`config.mk`:
```
export PLATFORM = sky130hd
export DESIGN_NAME = frame_tx1035
export DESIGN_NICKNAME = d
export VERILOG_FILES = /design/src/rtl/frame1035_pkg.sv /design/src/rtl/out_stage1035.sv /design/src/rtl/frame_tx1035.sv
export SDC_FILE = /design/constraint.sdc
export NUM_CORES = 1
export LEC_CHECK = 0
export CAP_MARGIN = 25
export CORE_ASPECT_RATIO = 1.1
export CORE_MARGIN = 2
export CORE_UTILIZATION = 50
export CTS_BUF_LIST = sky130_fd_sc_hd__clkbuf_16
export CTS_CLUSTER_DIAMETER = 40
export DETAILED_ROUTE_END_ITERATION = 16
export GPL_TIMING_DRIVEN = 0
export HOLD_SLACK_MARGIN = 0.05
export PLACE_DENSITY = 0.77
export SYNTH_ARGS = -nofsm -noshare
export SYNTH_HDL_FRONTEND = slang
export SYNTH_HIERARCHICAL = 1
export SYNTH_SLANG_ARGS = --single-unit
```
`constraint.sdc`:
```
create_clock -name clk -period 2.8 [get_ports clk]
set_input_delay 0.56 -clock clk [delete_from_list [all_inputs] [get_ports clk]]
set_output_delay 0.56 -clock clk [all_outputs]
set_load 0.1 [all_outputs]
```
`src/rtl/frame1035_pkg.sv`:
```
// rtl/frame1035_pkg.sv - shared types and constants for the 1035 frame link
// Contents: transmit FSM state enum, the 1035 code word, the link word width.
package frame1035_pkg;

    localparam int          WORD_W    = 16;
    localparam logic [15:0] CODE_1035 = 16'h040B;

    typedef enum logic [2:0] {
        IDLE,
        HDR,
        PAY,
        TRL,
        DONE
    } tx_state_t;

endpackage

```
`src/rtl/out_stage1035.sv`:
```
// rtl/out_stage1035.sv - registered output word stage with valid/last
// Ports:
//   clk, rst_n            clock, asynchronous active-low reset
//   load, load_data,      word offered for the register; taken only when the
//   load_last             slot is free
//   out_ready             downstream accept
//   out_data, out_valid,  registered word towards the link
//   out_last
//   slot_free             register may be (re)loaded this cycle
module out_stage1035
    import frame1035_pkg::*;
(
    input  logic              clk,
    input  logic              rst_n,
    input  logic              load,
    input  logic [WORD_W-1:0] load_data,
    input  logic              load_last,
    input  logic              out_ready,
    output logic [WORD_W-1:0] out_data,
    output logic              out_valid,
    output logic              out_last,
    output logic              slot_free
);

    // Empty register, or the held word transfers on this edge.
    assign slot_free = !out_valid || out_ready;

    always_ff @(posedge clk or negedge rst_n) begin
        if (!rst_n) begin
            out_data  <= '0;
            out_valid <= 1'b0;
            out_last  <= 1'b0;
        end else if (slot_free) begin
            if (load) begin
                out_data  <= load_data;
                out_valid <= 1'b1;
                out_last  <= load_last;
            end else begin
                // Word left (or none held) and nothing replaces it: go empty,
                // data is kept so no bubble value is ever presented as valid.
                out_valid <= 1'b0;
                out_last  <= 1'b0;
            end
        end
    end

endmodule

```
`src/rtl/frame_tx1035.sv`:
```
// rtl/frame_tx1035.sv - 1035 frame transmitter: header, payload, XOR trailer
// Ports:
//   clk, rst_n                  clock, asynchronous active-low reset
//   start, len                  frame request and payload count (IDLE only)
//   busy                        high outside IDLE
//   in_data, in_valid, in_ready payload stream in
//   out_data, out_valid,        frame words out, out_last marks the trailer
//   out_ready, out_last
module frame_tx1035
    import frame1035_pkg::*;
#(
    parameter logic [15:0] CODE  = CODE_1035,
    parameter int          LEN_W = 8
) (
    input  logic              clk,
    input  logic              rst_n,
    input  logic              start,
    input  logic [LEN_W-1:0]  len,
    output logic              busy,
    input  logic [WORD_W-1:0] in_data,
    input  logic              in_valid,
    output logic              in_ready,
    output logic [WORD_W-1:0] out_data,
    output logic              out_valid,
    input  logic              out_ready,
    output logic              out_last
);

    tx_state_t         state;
    logic [LEN_W-1:0]  len_q;
    logic [LEN_W-1:0]  cnt;
    logic [WORD_W-1:0] csum;

    logic              slot_free;
    logic              in_fire;
    logic              ld;
    logic [WORD_W-1:0] ld_data;
    logic              ld_last;
    logic [LEN_W-1:0]  len_m1;

    assign busy     = (state != IDLE);
    assign in_ready = (state == PAY) && slot_free;
    assign in_fire  = in_valid && in_ready;
    // Terminal compare against len-1 keeps the counter inside LEN_W bits
    // even for the largest frame; only reached in PAY, where len_q != 0.
    assign len_m1   = len_q - LEN_W'(1);

    always_comb begin
        ld      = 1'b0;
        ld_data = CODE;
        ld_last = 1'b0;
        case (state)
            HDR: ld = slot_free;
            PAY: begin
                ld      = in_fire;
                ld_data = in_data;
            end
            TRL: begin
                ld      = slot_free;
                ld_data = csum;
                ld_last = 1'b1;
            end
            default: ;
        endcase
    end

    always_ff @(posedge clk or negedge rst_n) begin
        if (!rst_n) begin
            state <= IDLE;
            len_q <= '0;
            cnt   <= '0;
            csum  <= '0;
        end else begin
            case (state)
                IDLE: begin
                    if (start) begin
                        len_q <= len;
                        cnt   <= '0;
                        csum  <= '0;
                        state <= HDR;
                    end
                end
                HDR: begin
                    if (slot_free) begin
                        state <= (len_q != '0) ? PAY : TRL;
                    end
                end
                PAY: begin
                    if (in_fire) begin
                        csum <= csum ^ in_data;
                        cnt  <= cnt + LEN_W'(1);
                        if (cnt == len_m1) begin
                            state <= TRL;
                        end
                    end
                end
                TRL: begin
                    if (slot_free) begin
                        state <= DONE;
                    end
                end
                DONE: begin
                    // Trailer is held in the stage; leave once it transfers.
                    if (out_valid && out_ready) begin
                        state <= IDLE;
                    end
                end
                default: state <= IDLE;
            endcase
        end
    end

    out_stage1035 u_out (
        .clk       (clk),
        .rst_n     (rst_n),
        .load      (ld),
        .load_data (ld_data),
        .load_last (ld_last),
        .out_ready (out_ready),
        .out_data  (out_data),
        .out_valid (out_valid),
        .out_last  (out_last),
        .slot_free (slot_free)
    );

endmodule

```
==> results.rst <==
.. list-table::
   :header-rows: 1

   * - Metric
     - Value
   * - Pin count of the biggest net entering global routing
     - 28
   * - Avg Synthesized Cell Area
     - 10.9 µm²
   * - Setup-failing EPs final
     - 0
   * - Final critical-path share of the clock period
     - 0.921
   * - Final critical-path required period
     - 2.58 ns
   * - Post-placement cell area
     - 3300 µm²
   * - Critical Setup Path Class
     - primary input to output pin
   * - Max Fclk
     - 388 MHz
   * - Row count
     - 28
   * - Total core area
     - 5330 µm²
   * - Switching pwr
     - 2.14 mW
   * - Cell taking the most area after synthesis
     - dfrtp_1
   * - Clock-pin slew on the worst setup and hold paths
     - 0.06 ns
   * - Quantity of gates resized following cts
     - 4
   * - Slew at the pin closest to its max-slew limit
     - 0.989 ns
   * - Total negative slack
     - 0 ns
   * - CTS tree
     - yes
   * - IO buf count
     - 48
   * - First-pass iteration count of the detailed router
     - 4
   * - Smallest setup slack after layout
     - 0.222 ns
   * - CTS max path bufs
     - 2
   * - Number of nets produced by synthesis
     - 280
   * - Final non-filler cell area
     - 3470 µm²
   * - Share of the core filled with cells in the final layout
     - 0.652
   * - Starting density of the core
     - 0.510
   * - Sinks on the clock net
     - 53
   * - Final antenna diode count
     - 0
   * - Hold-fix buffer count after cts
     - 0
   * - Average via count per standard cell
     - 5.18
   * - Share of async-settable or async-resettable flops after synthesis
     - 1.00
   * - IO Pins
     - 49
   * - Yosys Warn Count
     - 6
   * - Post-CTS Repair Setup Buffers
     - 0
   * - Iteration-0 DRC count of the detailed router
     - 85
   * - FF+latch area
     - 1330 µm²
   * - Final HPWL DP
     - 3800 µm
   * - Area fraction of the dominant cell type after synthesis
     - 0.489
   * - Run status
     - finished, final reports clean
   * - Pleak
     - 1.57 nW
   * - Number of CTS-inserted buffers
     - 5
   * - Worst setup slack after placement
     - -0.337 ns
   * - CP required
     - 2.24 ns
   * - Critical path capture point type
     - output pin
   * - Number of global-route vias before repair
     - 1956
   * - Launch point of the worst path
     - out_ready
   * - Hold violation total from the final report
     - 0
   * - Worst vdd rail ir drop
     - 1090 µV
   * - WL per Instance
     - 13.8 µm
   * - Startpoint types
     - primary input
   * - Footprint of the multi-input gates
     - 1290 µm²
   * - Count of vias placed by the detailed router
     - 1972
   * - Post-synthesis to final-layout area growth
     - 27.8%
   * - Number of levels in the clock H-tree
     - 2
   * - Final layout net count
     - 336
   * - Share of final-layout standard cells stronger than drive strength 1
     - 0.137
   * - Worst min path class
     - primary input to async pin
   * - Leading cell types by count after synthesis
     - dfrtp_1 (53), nor2_1 (31), nand2_1 (24)
   * - First-pass GRT wire length
     - 8940 µm
   * - Largest fanout on the critical path
     - 11
   * - Die ar.
     - 6030 µm²
   * - Number of slew-limit violations in the final report
     - 0
   * - Top-count cell post-synth
     - dfrtp_1
   * - Weighted congestion reported at the end of routability-driven placement
     - 0.816
   * - Fill cell instance count of the final layout
     - 456
   * - Smallest hold slack
     - 0.287 ns
   * - Proportion of power drawn by the clock network
     - 0.150
   * - Die width
     - 74.2 µm
   * - Post-Syn Area
     - 2710 µm²
   * - Sequential share of power
     - 0.287
   * - Post-synth EDFFs
     - 0
   * - Root buffer cell
     - clkbuf_16
   * - Cell count after synthesis
     - 249
   * - Clock latency on the worst-skew pair
     - 0.29 ns
   * - Launch instance of the worst register-to-register path
     - len_q[0]
   * - Tot GR Track Use
     - 0.193
   * - Max-cap violations
     - 0
   * - Antenna Violating Nets Remaining
     - 0
   * - Layout Skew
     - 0.00599 ns
   * - DRC Markers
     - 0
   * - Die height
     - 81.3 µm
   * - Antenna violations before repair
     - 0
   * - Switch share
     - 0.473
   * - Unrepaired setup endpoints after global routing
     - no
   * - Internal Power
     - 2.39 mW
   * - Worst slew margin relative to its limit
     - 0.338
   * - Dominant synthesized flop cell
     - dfrtp_1
   * - Register area share after synthesis
     - 0.489
   * - Top cells by area in the synthesized netlist
     - dfrtp_1 (49%), xor2_1 (7.4%), mux2_4 (5.5%)
   * - Combinational cell fraction of total power
     - 0.562
   * - Seq cells post-synth
     - 53
   * - Count of distinct cell types in the synthesized netlist
     - 47
   * - Routed wire length
     - 5270 µm
   * - Register-to-Register Path Depth
     - 7
   * - Final global-route overflow total
     - 0
   * - Critical path arrival
     - 2.02 ns
   * - Power per Cell Area
     - 1310 nW/µm²
[sequential cells by signal (all words and copies together), names as in the netlist]
| register | flops |
|---|---|
| cnt | 8 |
| csum | 16 |
| len_q | 8 |
| state | 3 |
| u_out/out_data | 16 |
| u_out/out_last | 1 |
| u_out/out_valid | 1 |
[placed cells by master, fill, tap and decap left out, types with 2 or more instances in the layout]
cell type | Yosys | routed
xnor2_1 | 8 | 8
buf_12 | 1 | 2
o22a_1 | 4 | 4
nor2_1 | 31 | 31
o21ai_0 | 4 | 4
nor3_1 | 4 | 4
mux2_2 | 12 | 12
or2b_1 | 2 | 2
a32o_1 | 2 | 2
inv_1 | 9 | 9
xor2_1 | 23 | 23
buf_2 | 5 | 6
nand4_1 | 4 | 4
a22o_1 | 12 | 12
clkbuf_16 | 0 | 5
ha_1 | 2 | 2
nand2_1 | 24 | 24
nand2b_1 | 2 | 2
mux2_4 | 10 | 10
dfrtp_1 | 53 | 53
and2_1 | 2 | 2
clkdlybuf4s50_1 | 0 | 45
clkbuf_1 | 4 | 4
nand3_1 | 5 | 5
and3_1 | 2 | 2
[power groups by stage]
stage / Combinational [mW] / Clock, mW / Sequential, mW
floorplan: 1.29 / 0 / 2.02
global placement: 2.54 / 0 / 1.31
detailed placement: 2.56 / 0 / 1.32
CTS: 2.57 / 0.694 / 1.31
global route: 2.76 / 0.728 / 1.35
finish: 2.55 / 0.683 / 1.30
[cells by family after synthesis]
family / count (synthesis) / synth area share
muxes: 23 / 0.109
DFF: 53 / 0.489
xor gates and xnor gates: 31 / 0.100
buffers and inverters: 20 / 0.0360
adders and majority gates: 2 / 0.00922
and+or+nand+nor: 87 / 0.160
AOI/OAI and AO/OA: 33 / 0.0977
[layer usage]
layer	global-route usage	wire, µm	vias up
met2	0.309	2540	41
met4	0.0661	59	0
met3	0.0285	201	5
met5	0	0	-
met1	0.267	2470	957
li1	-	-	969
[cell type report]
class / count / share of cell area
Timing Repair Buffer: 49 / 0.143
Clock inverter: 3 / 0.0119
Buffer: 11 / 0.0184
Clock buffer: 5 / 0.0361
Multi-Input combinational cell: 176 / 0.372
Sequential cell: 53 / 0.382
Inverter: 9 / 0.00974
Tap cell: 75 / 0.0270
[critical path, stage by stage]
cell	delay, ns
clkdlybuf4s50_1	0.48
nand2b_4	0.20
and3_1	0.21
clkdlybuf4s15_2	0.57
[path summary, 6_finish.rpt]
kind                                           to  slack [ns]
worst min register to register  u_out/out_data[0]        0.51
worst max-delay path                     in_ready        0.22
worst max register to register           state[0]        0.59
max in group asynchronous                 csum[0]        1.95
worst min-delay path                     len_q[2]        0.29
min in group clk                u_out/out_data[0]        0.51
[metrics by stage]
step                      std cells  power [mW]
after global placement          372        3.84
after detailed placement        373        3.89
after global routing            381        4.84
after CTS                       381        4.57
after floorplan                 249        3.32
final                           381        4.54
No activity file was read; power rests on OpenSTA's default activity.
